### src/rtl/frame_cfg_pkg.sv
// rtl/frame_cfg_pkg.sv - shared types and constants for the column configuration loader
package frame_cfg_pkg;

    localparam int          FRAME_BITS_DEFAULT = 32;
    localparam logic [31:0] SYNC_WORD_DEFAULT  = 32'hFAB0_FAB1;

    // Header word layout
    localparam int HDR_END_BIT   = 31;
    localparam int HDR_COL_MSB   = 15;
    localparam int HDR_COL_LSB   = 8;
    localparam int HDR_FRAME_MSB = 7;
    localparam int HDR_FRAME_LSB = 0;

    typedef enum logic [1:0] {
        IDLE   = 2'd0,
        HDR    = 2'd1,
        DATA   = 2'd2,
        STROBE = 2'd3
    } cfg_state_t;

endpackage

### src/rtl/frame_strobe_decoder.sv
// rtl/frame_strobe_decoder.sv - registered col/frame to one-hot FrameStrobe decoder
//
// Ports:
//   clk, resetn : clock, asynchronous active-low reset
//   en          : decode this cycle; output is all-zero on the next edge otherwise
//   col, frame  : target column and frame within the column
//   strobe      : registered one-hot, bit col*MaxFramesPerCol+frame
module frame_strobe_decoder #(
    parameter int MaxFramesPerCol = 20,
    parameter int NumColumns      = 4
) (
    input  logic                                  clk,
    input  logic                                  resetn,
    input  logic                                  en,
    input  logic [7:0]                            col,
    input  logic [7:0]                            frame,
    output logic [NumColumns*MaxFramesPerCol-1:0] strobe
);

    logic [NumColumns*MaxFramesPerCol-1:0] hit;

    // Explicit compare per line: an out-of-range col/frame yields no hit at all,
    // so the output can never alias onto another column's latches.
    always_comb begin
        hit = '0;
        if (en) begin
            for (int c = 0; c < NumColumns; c++) begin
                for (int f = 0; f < MaxFramesPerCol; f++) begin
                    if ((col == 8'(c)) && (frame == 8'(f))) begin
                        hit[c*MaxFramesPerCol+f] = 1'b1;
                    end
                end
            end
        end
    end

    always_ff @(posedge clk or negedge resetn) begin
        if (!resetn) begin
            strobe <= '0;
        end else begin
            strobe <= hit;
        end
    end

endmodule

### src/rtl/frame_config_loader.sv
// rtl/frame_config_loader.sv - bitstream word parser driving FrameData/FrameStrobe for fabric columns
//
// Ports:
//   CLK, resetn     : configuration clock, asynchronous active-low reset
//   in_data         : bitstream word
//   in_valid        : in_data valid
//   in_ready        : loader accepts in_data this cycle
//   FrameData       : frame contents broadcast to tile config latches
//   FrameStrobe     : one-hot latch enable, index col*MaxFramesPerCol+frame
//   cfg_active      : a configuration session is open
//   cfg_err         : sticky, an out-of-range header was seen
//   frames_written  : saturating count of strobes issued
module frame_config_loader
    import frame_cfg_pkg::*;
#(
    parameter int          FrameBitsPerRow = FRAME_BITS_DEFAULT,
    parameter int          MaxFramesPerCol = 20,
    parameter int          NumColumns      = 4,
    parameter logic [31:0] SyncWord        = SYNC_WORD_DEFAULT
) (
    input  logic                                  CLK,
    input  logic                                  resetn,
    input  logic [FrameBitsPerRow-1:0]            in_data,
    input  logic                                  in_valid,
    output logic                                  in_ready,
    output logic [FrameBitsPerRow-1:0]            FrameData,
    output logic [NumColumns*MaxFramesPerCol-1:0] FrameStrobe,
    output logic                                  cfg_active,
    output logic                                  cfg_err,
    output logic [15:0]                           frames_written
);

    localparam logic [7:0] NUM_COLS_B   = 8'(NumColumns);
    localparam logic [7:0] NUM_FRAMES_B = 8'(MaxFramesPerCol);

    cfg_state_t state_q, state_d;

    logic [7:0] col_q;
    logic [7:0] frame_q;
    logic       xfer;
    logic       in_range;
    logic       ld_hdr;
    logic       ld_data;
    logic       set_err;
    logic       set_active;
    logic       clr_active;
    logic       strobe_en;

    // Held low through reset so nothing upstream believes a word was taken.
    assign in_ready = resetn && (state_q != STROBE);
    assign xfer     = in_valid && in_ready;
    assign in_range = (col_q < NUM_COLS_B) && (frame_q < NUM_FRAMES_B);

    always_ff @(posedge CLK or negedge resetn) begin
        if (!resetn) begin
            state_q <= IDLE;
        end else begin
            state_q <= state_d;
        end
    end

    always_comb begin
        state_d    = state_q;
        ld_hdr     = 1'b0;
        ld_data    = 1'b0;
        set_err    = 1'b0;
        set_active = 1'b0;
        clr_active = 1'b0;
        strobe_en  = 1'b0;
        case (state_q)
            IDLE: begin
                if (xfer && (in_data == SyncWord)) begin
                    state_d    = HDR;
                    set_active = 1'b1;
                end
            end
            HDR: begin
                // A SyncWord here has bit31 set, so it closes the session too.
                if (xfer) begin
                    if (in_data[HDR_END_BIT]) begin
                        state_d    = IDLE;
                        clr_active = 1'b1;
                    end else begin
                        state_d = DATA;
                        ld_hdr  = 1'b1;
                    end
                end
            end
            DATA: begin
                if (xfer) begin
                    if (in_range) begin
                        state_d = STROBE;
                        ld_data = 1'b1;
                    end else begin
                        state_d = HDR;
                        set_err = 1'b1;
                    end
                end
            end
            STROBE: begin
                // FrameData was loaded on the previous edge, so it is already
                // a full cycle old when the registered strobe rises.
                strobe_en = 1'b1;
                state_d   = HDR;
            end
            default: state_d = IDLE;
        endcase
    end

    always_ff @(posedge CLK or negedge resetn) begin
        if (!resetn) begin
            col_q          <= '0;
            frame_q        <= '0;
            FrameData      <= '0;
            cfg_active     <= 1'b0;
            cfg_err        <= 1'b0;
            frames_written <= '0;
        end else begin
            if (ld_hdr) begin
                col_q   <= in_data[HDR_COL_MSB:HDR_COL_LSB];
                frame_q <= in_data[HDR_FRAME_MSB:HDR_FRAME_LSB];
            end
            if (ld_data) begin
                FrameData <= in_data;
            end
            if (set_active) begin
                cfg_active <= 1'b1;
            end else if (clr_active) begin
                cfg_active <= 1'b0;
            end
            if (set_err) begin
                cfg_err <= 1'b1;
            end
            if (strobe_en && (frames_written != 16'hFFFF)) begin
                frames_written <= frames_written + 16'd1;
            end
        end
    end

    frame_strobe_decoder #(
        .MaxFramesPerCol(MaxFramesPerCol),
        .NumColumns     (NumColumns)
    ) u_strobe_dec (
        .clk   (CLK),
        .resetn(resetn),
        .en    (strobe_en),
        .col   (col_q),
        .frame (frame_q),
        .strobe(FrameStrobe)
    );

endmodule
### config.mk
export PLATFORM = sky130hd
export DESIGN_NAME = frame_config_loader
export DESIGN_NICKNAME = d
export VERILOG_FILES = /design/src/rtl/frame_cfg_pkg.sv /design/src/rtl/frame_strobe_decoder.sv /design/src/rtl/frame_config_loader.sv
export SDC_FILE = /design/constraint.sdc
export NUM_CORES = 1
export LEC_CHECK = 0
export ABC_AREA = 0
export BUFFER_PORTS_ARGS = -buffer_cell sky130_fd_sc_hd__buf_2
export CORE_MARGIN = 2
export CORE_UTILIZATION = 38
export DETAILED_ROUTE_END_ITERATION = 7
export MAX_ROUTING_LAYER = met4
export PLACE_DENSITY = 0.61
export SYNTH_ARGS = -nofsm -noshare
export SYNTH_HDL_FRONTEND = slang
export SYNTH_HIERARCHICAL = 1
export SYNTH_SLANG_ARGS = --single-unit
### constraint.sdc
create_clock -name CLK -period 2.2 [get_ports CLK]
set_input_delay 0.55 -clock CLK [delete_from_list [all_inputs] [get_ports CLK]]
set_output_delay 0.55 -clock CLK [all_outputs]
set_load 0.01 [all_outputs]
==> results of run 1 <==
kinds of logic after synthesis:
family / Yosys count / share of synthesized area
AOI/OAI and AO/OA: 18 / 0.02330
adders and majority gates: 6 / 0.01294
DFF: 148 / 0.6385
and+or+nand+nor: 186 / 0.1773
buffers and inverters: 24 / 0.02416
xor gates and xnor gates: 11 / 0.01661
muxes: 52 / 0.1072
per-stage QoR:
stage	hold slack, ns	setup WS, ns	instance area [um^2]	cells	utilization
floorplan	0.2544	0.3608	5801	445	-
global placement	0.4548	0.2158	6872	790	0.4571
detailed placement	0.4573	0.1363	6872	790	0.4571
CTS	0.3367	0.06981	7450	822	0.4955
global route	0.3608	0.005842	7452	823	0.4957
finish	0.2964	0.09361	7452	823	0.4957
registers in the layout, summed over array words and instances (netlist names):
signal and flops:
frames_written 16, FrameData 32, cfg_err 1, state_q 2, cfg_active 1, frame_q 8, col_q 8, u_strobe_dec/strobe 80
power by group:
group | internal [mW] | switching (mW)
Sequential | 3.00 | 0.343
Combinational | 0.627 | 0.771
Clock | 1.63 | 1.16
Total | 5.26 | 2.27
metal layers:
metal / global-route usage / vias to the layer above
met2: 0.2542 / 155
li1: - / 1910
met4: 0.06270 / 0
met3: 0.05528 / 12
met1: 0.2430 / 2015
met5: - / -
worst max-delay path, cell delays in order (launching register included):
cell     delay (ns)
dfrtp_1        0.42
ha_1           0.22
buf_4          0.24
nor2b_1        0.13
buf_2          0.13
layout make-up:
cell class                      instances  area [um^2]
Clock buffer                           20        456.7
Inverter                                6        22.52
Clock inverter                         12        121.4
Tap cell                              188        235.2
Sequential cell                       148         3704
Antenna cell                            1        2.502
Multi-Input combinational cell        273         1966
Fill cell                            1338         7581
Timing Repair Buffer                  175        944.7
cells in the final DEF (no fill, tap or decap), drive strengths merged, types with 4 or more instances in the layout:
master	n
and3	7
and4	4
buf	175
clkbuf	20
clkinvlp	4
dfrtp	148
ha	6
inv	10
mux2	51
nand2	19
nand3	9
nand3b	4
nand4	24
nor2	80
nor3	8
nor4	9
xnor2	9
path summary, 6_finish.rpt:
kind	start	end	slack (ns)
max	state_q[0]	in_ready	0.09
min	resetn	frames_written[3]	0.30
max reg2reg	col_q[3]	FrameData[7]	0.29
min reg2reg	cfg_err	cfg_err	0.47
max in group asynchronous	resetn	frame_q[3]	1.37
min in group CLK	in_data[18]	FrameData[18]	0.38
==> results.md, run 1 <==
* Outcome: finished, final reports clean
* Most common cell in the netlist: dfrtp_1
* Length of routed met3 wiring at 909 um
* I/O pins at 166
* Post-Route WL at 13580 um
* CP startpoint kind: register
* Seq/Total Area, Yosys at 0.6385
* Clock Tree Root: clkbuf_16
* Crit path time final at 2.106 ns
* Clock transition at path regs at 0.06 ns
* Cts repair resizes at 0
* Layout Nets at 662
* Starting Density at 0.3859
* Setup crit end kind: output pin
* Initial antenna violation count at 1
* Port Buffer Count at 165
* Setup violations, final at 0
* Area growth, synth to finish at 28.47%
* DIE AREA at 0.01627 mm^2
* Leak pwr at 3.827 nW
* Die X at 127.6 um
* Drc violations at 0
* Worst Clk Skew at 0.009641 ns
* Ys async rst share at 1.000
* Max Freq at 0.4747 GHz
* Critical path class: register to output pin
* Drt pass-1 iters at 4
* Pwr/cell area at 1011 mW/mm^2
* Peak supply drop at 469.2 uV
* Max-Cap Viols at 0
* Core ar. at 0.01503 mm^2
* CTS tree: done
* First-pass GRT wire length at 21690 um
* Clock net sink count at 148
* Worst skew pair latency at 0.42 ns
* Hold WC Path Type: input port to async pin
* Row count at 45
* Total power at 7.535 mW
* Top cells by area, synth: dfrtp_1 64%, mux2_2 8.0%, nor2_1 5.1%
* Synth Flop Type: dfrtp_1
* Hold-fix buffers, CTS at 0
* CP max FO at 31
* Routed wl met2 at 6115 um
* Final TNS setup at 0 ns
* Met1 WL at 6361 um
* Remaining Overflow, GRT at 0
* Post-synth EDFFs at 0
* Vias per cell at 4.972
* Cell variety after synth at 56
* Post-CTS setup buffers at 0
* DP HPWL at 9624 um
* Final Hold Viols at 0
* Max Slew Vio Count at 0
* Top-area cell type share of the netlist area at 0.6385
* RSZ-0062 raised after global routing: false
* Placer Congestion at 0.8042
* Post-DRT Antenna Nets at 0
* Die H at 127.6 um
* Cts bufs inserted at 17
* Cells after Synth at 445
* Reg2reg path depth at 5
* DR vias at 4092
* Via count of the first global-routing pass at 4025
* Relative slew slack at 0.4997
* Syn avg cell area at 13.03 um^2
* Avg WL per Cell at 16.50 um
* Pin count of the biggest net entering global routing at 149
* Yosys reg bits at 148
* Share of layout cells above drive strength 1 at 0.4306
* Clock Tree Buf Depth at 2
* Syn. warnings at 6
* Worst EP arrival at 1.56 ns
* Crit share post-route at 0.9575
* GRT Resource Usage Total at 0.1787
* Top cells by count, synth: 148 x dfrtp_1, 79 x nor2_1, 41 x mux2_2
* Post-Syn Area at 0.005801 mm^2
* H-Tree Depth at 4
* CP required at 1.65 ns
* Worst-Margin Slew at 0.7505 ns
* Iter 0 DRT Violations at 184
* Syn Nets at 486
* Max layer used: met4
* Dominant cell type by area after synthesis: dfrtp_1
(Power assumes the default switching activity.)
==> run 2, diff against run 1 <==
--- a/config.mk
+++ b/config.mk
@@ -6,7 +6,7 @@
 export NUM_CORES = 1
 export LEC_CHECK = 0
 export ABC_AREA = 0
-export BUFFER_PORTS_ARGS = -buffer_cell sky130_fd_sc_hd__buf_2
+export BUFFER_PORTS_ARGS = -buffer_cell sky130_fd_sc_hd__buf_4
 export CORE_MARGIN = 2
 export CORE_UTILIZATION = 38
 export DETAILED_ROUTE_END_ITERATION = 7
==> run 2 against run 1 <==
  * Sequential cell count unchanged
  * Worst hold slack better by 0.0053 ns
  * Via count increased by 1.8%
  * Count of clock-buffer cells in the layout shrank 1
  * Die area did not move
==> results.md, run 2 (same netlist as run 1, synthesis figures left out) <==
* Outcome: finished, final reports clean
* Crit path time final at 2.091 ns
* CTS tree: done
* Area growth, synth to finish at 36.50%
* Remaining Overflow, GRT at 0
* Max Freq at 0.4783 GHz
* Leak pwr at 3.886 nW
* DIE AREA at 0.01627 mm^2
* Reg2reg path depth at 6
* Most Crowded Layer GR: met2
* Via count of the first global-routing pass at 4176
* Reg2reg setup slack at 0.28 ns
* Combinational Power Share at 0.188
* Critical path class: register to output pin
* Starting Density at 0.3859
* Clock Tree Root: clkbuf_16
* I/O pins at 166
* Reg power frac at 0.422
* GR Util met2 at 0.2690
* R2r endpoint: FrameData[21]
* Largest regs: u_strobe_dec/strobe (80), FrameData (32), frames_written (16)
* RSZ-0062 raised after global routing: false
* Vias per cell at 5.063
* Row count at 45
* Max-Cap Viols at 0
* Final Hold Viols at 0
* CP startpoint kind: register
* Pint at 5.661 mW
* Worst Clk Skew at 0.005771 ns
* Cts bufs inserted at 17
* Worst EP arrival at 1.54 ns
* Biggest register: u_strobe_dec/strobe
* R2R Path Start: state_q[0]
* Hold-fix buffers, CTS at 0
* Final core occ at 0.5267
* Post-route cell area at 0.007918 mm^2
* Hold WC Path Type: input port to async pin
* Initial antenna violation count at 0
* Iter 0 DRT Violations at 191
* Most common library cell in the layout ignoring fill and taps: buf_4
* Global Route met1 Usage at 0.2410
* Crit share post-route at 0.9504
* Worst skew pair latency at 0.41 ns
* Pwr/cell area at 1002 mW/mm^2
* Layout Nets at 663
* Post-CTS setup buffers at 0
* Post-Route WL at 13730 um
* Core ar. at 0.01503 mm^2
* H-Tree Depth at 4
* Worst-Margin Slew at 0.7551 ns
* Most frequent cells in the layout: 172 x buf_4, 148 x dfrtp_1, 79 x nor2_1
* Clock net sink count at 148
* Setup crit end kind: output pin
* DP HPWL at 9897 um
* Pin count of the biggest net entering global routing at 149
* Relative slew slack at 0.4966
* DR vias at 4167
* Die X at 127.6 um
* Cts repair resizes at 0
* Clock transition at path regs at 0.06 ns
* GRT Resource Usage Total at 0.1823
* Die H at 127.6 um
* Peak supply drop at 549.0 uV
* Avg WL per Cell at 16.69 um
* Placer Congestion at 0.8246
* Switching part of the total at 0.2864
* Share of layout cells above drive strength 1 at 0.4315
* P_sw at 2.273 mW
* First-pass GRT wire length at 22220 um
* Clock Tree Buf Depth at 2
* Max FFs per register at 80
* GRT met3 Usage at 0.05821
* CP required at 1.65 ns
* Drt pass-1 iters at 4
* Setup violations, final at 0
* Clock power frac at 0.390
* DP Area at 0.007277 mm^2
* CP max FO at 31
* Drc violations at 0
* Post-DRT Antenna Nets at 0
* Final TNS setup at 0 ns
* Max Slew Vio Count at 0
* Antenna cells at 0
* Port Buffer Count at 165
==> run 2: cell count changes in the layout (fill, tap and decap cells not counted), sizes merged <==
cell	before	now
clkbuf	20	19
bufinv	1	4
buf	175	176
diode	1	0
clkinvlp	4	1
inv	10	11
==> run 2: layout make-up <==
type	count	area, um^2
clock buffer	19	442.9
clock inverter	13	193.9
fill	1313	7116
inverter	6	22.52
multi-input combinational	273	1966
sequential	148	3704
tap	188	235.2
timing repair buffer	176	1354
==> run 2: worst max path at each step <==
stage | to | slack [ns] | cells after the start | from
floorplan | col_q[0] | 0.36 | 7 | state_q[0]
global placement | state_q[1] | 0.18 | 5 | in_data[3]
detailed placement | state_q[1] | 0.06 | 5 | in_data[3]
CTS | in_ready | 0.04 | 4 | state_q[0]
global route | in_ready | 0.04 | 4 | state_q[0]
finish | in_ready | 0.11 | 4 | state_q[0]
==> run 2: worst max-delay path: stages, from the launching register on <==
cell and delay, ns:
dfrtp_1 0.42, ha_1 0.24, buf_6 0.19, nor2b_1 0.14
buf_4 0.13
==> run 2: per-stage QoR <==
step,hold WS (ns),power (mW),std cells,setup WS (ns)
global placement,0.4600,4.832,791,0.1822
CTS,0.3410,8.033,823,0.04391
detailed placement,0.4707,4.898,791,0.05517
floorplan,0.2544,4.232,445,0.3608
global route,0.3567,8.342,823,0.03860
finish,0.3017,7.934,823,0.1091
==> run 2: power groups by stage <==
stage | combinational [mW] | sequential, mW | clock, mW
after floorplan | 0.856 | 3.38 | 0
after global placement | 1.45 | 3.38 | 0
after detailed placement | 1.50 | 3.40 | 0
after CTS | 1.50 | 3.35 | 3.17
after global routing | 1.64 | 3.40 | 3.30
final | 1.49 | 3.35 | 3.09
==> run 2: layer usage <==
metal | up-vias | part of all wire | wire [um]
met4 | 0 | 0.012 | 169
met5 | - | 0 | 0
li1 | 1924 | - | -
met1 | 2077 | 0.45 | 6247
met2 | 152 | 0.46 | 6297
met3 | 14 | 0.074 | 1018
==> run 3, diff against run 2 <==
--- a/config.mk
+++ b/config.mk
@@ -11,7 +11,7 @@
 export CORE_UTILIZATION = 38
 export DETAILED_ROUTE_END_ITERATION = 7
 export MAX_ROUTING_LAYER = met4
-export PLACE_DENSITY = 0.61
+export PLACE_DENSITY = 0.71
 export SYNTH_ARGS = -nofsm -noshare
 export SYNTH_HDL_FRONTEND = slang
 export SYNTH_HIERARCHICAL = 1
==> run 3 against run 2 <==
  * Non-clock buffer count fell by 1
  * First-iteration DRC count down 25%
  * Global-route usage decreased by 0.18 points
  * Total power fell by 5.5%
  * Clock skew grew 0.0020 ns
  * Combinational power about the same
  * Register-to-register slack worse by 0.02 ns
  * Maximum frequency fell by 1.7%
  * Worst hold slack got worse by 0.10 ns
  * Sequential share of layout area up 0.52 points
==> results.md, run 3 (same netlist as run 1, synthesis figures left out) <==
* Outcome: finished, final reports clean
* Leak pwr at 3.837 nW
* Setup crit end kind: output pin
* Placer Congestion at 0.8294
* Most frequent cells in the layout: 171 x buf_4, 148 x dfrtp_1, 79 x nor2_1
* DR vias at 4134
* Clock Tree Buf Depth at 2
* Relative slew slack at 0.5969
* DP HPWL at 9920 um
* Crit path time final at 2.126 ns
* Critical path class: register to output pin
* Initial antenna violation count at 0
* Row count at 45
* Largest regs: u_strobe_dec/strobe (80), FrameData (32), frames_written (16)
* Max FFs per register at 80
* Stages on the worst setup path at 4
* Post-CTS setup buffers at 0
* Die X at 127.6 um
* CTS tree: done
* Crit share post-route at 0.9665
* GRT Resource Usage Total at 0.1806
* Final core occ at 0.5208
* CP required at 1.65 ns
* Most common library cell in the layout ignoring fill and taps: buf_4
* Peak supply drop at 541.5 uV
* Worst EP arrival at 1.58 ns
* Via count of the first global-routing pass at 4259
* Max-Cap Viols at 0
* Remaining Overflow, GRT at 0
* Final TNS setup at 0 ns
* Worst skew pair latency at 0.42 ns
* Crit path cell chain: ha_1, buf_6, nor2b_4, buf_4
* Avg WL per Cell at 16.62 um
* Buf+Inv Stages, Crit Path at 2
* Post-Route WL at 13660 um
* Starting Density at 0.3859
* Biggest register: u_strobe_dec/strobe
* Final Hold Viols at 0
* CP startpoint kind: register
* First-pass GRT wire length at 21980 um
* CP max FO at 31
* CP delay by family, top: flip-flops
* Clock Tree Root: clkbuf_16
* Reg2reg path depth at 5
* Cts bufs inserted at 17
* Vias per cell at 5.029
* H-Tree Depth at 4
* Clock net sink count at 148
* Max Freq at 0.4703 GHz
* Pwr/cell area at 957.8 mW/mm^2
* I/O pins at 166
* Clock transition at path regs at 0.06 ns
* Iter 0 DRT Violations at 143
* Area growth, synth to finish at 34.99%
* Share of layout cells above drive strength 1 at 0.4338
* Antenna cells at 0
* Post-DRT Antenna Nets at 0
* Worst Clk Skew at 0.007758 ns
* Worst-Margin Slew at 0.6034 ns
* DIE AREA at 0.01627 mm^2
* Core ar. at 0.01503 mm^2
* Pin count of the biggest net entering global routing at 115
* Fin Hold WS at 0.1975 ns
* Hold WC Path Type: input port to async pin
* Setup violations, final at 0
* Layout Nets at 662
* Drt pass-1 iters at 6
* Die H at 127.6 um
* Max Slew Vio Count at 0
* Critical path's slowest cell: dfrtp_1
* Drc violations at 0
* Port Buffer Count at 165
* Total power at 7.500 mW
* RSZ-0062 raised after global routing: false
* Max incr delay on CP at 0.42 ns
-- run 3: cell types whose count changed in the layout (fill, tap and decap cells not counted), sizes merged --
| cell | delta |
|---|---|
| clkinvlp | +3 |
| bufinv | -4 |
| clkbuf | -2 |
| buf | -1 |
| inv | +2 |
| clkinv | +1 |
-- run 3: cell type report --
cell class / count / area (um^2)
fillers: 1277 / 7203
clock inverters: 15 / 123.9
well taps: 188 / 235.2
inverters: 6 / 22.52
clock buffers: 17 / 425.4
flip-flops and latches: 148 / 3704
repair buffers: 175 / 1346
multi-input cells: 273 / 1973
-- run 3: worst paths after layout --
kind | start | to | slack, ns
setup / recovery | state_q[0] | in_ready | 0.07
hold / removal | resetn | u_strobe_dec/strobe[20] | 0.20
setup reg to reg | state_q[0] | col_q[4] | 0.26
hold reg to reg | cfg_err | cfg_err | 0.49
max in group asynchronous | resetn | u_strobe_dec/strobe[10] | 1.53
min in group CLK | in_data[22] | FrameData[22] | 0.37
-- run 3: where the power goes --
part           internal, mW  total [mW]  switching [mW]
registers              3.00        3.36           0.358
logic                 0.706        1.48           0.772
clock network          1.47        2.67            1.20
total                  5.17        7.50            2.33
-- run 3: timing repair --
| item | CTS | global route |
|---|---|---|
| resized for setup | 3 | 0 |
| hold endpoints to repair | 0 | 0 |
| hold buffers | 0 | 0 |
| setup endpoints to repair | 1 | 0 |
-- run 3: layer usage --
layer  global-route usage  wire [um]  vias to the layer above
li1                     -          -                     1918
met1               0.2255       6042                     2020
met2               0.2752       6425                      170
met3              0.05444        850                       26
met4              0.07563        342                        0
met5                    -          0                        -
-- run 3: metrics by stage --
| step | area [um^2] | setup slack [ns] | instances |
|---|---|---|---|
| global placement | 7269 | 0.2238 | 790 |
| floorplan | 5801 | 0.3608 | 445 |
| detailed placement | 7269 | 0.1601 | 790 |
| global route | 7830 | 0.003906 | 822 |
| finish | 7830 | 0.07367 | 822 |
| CTS | 7830 | 0.04660 | 822 |
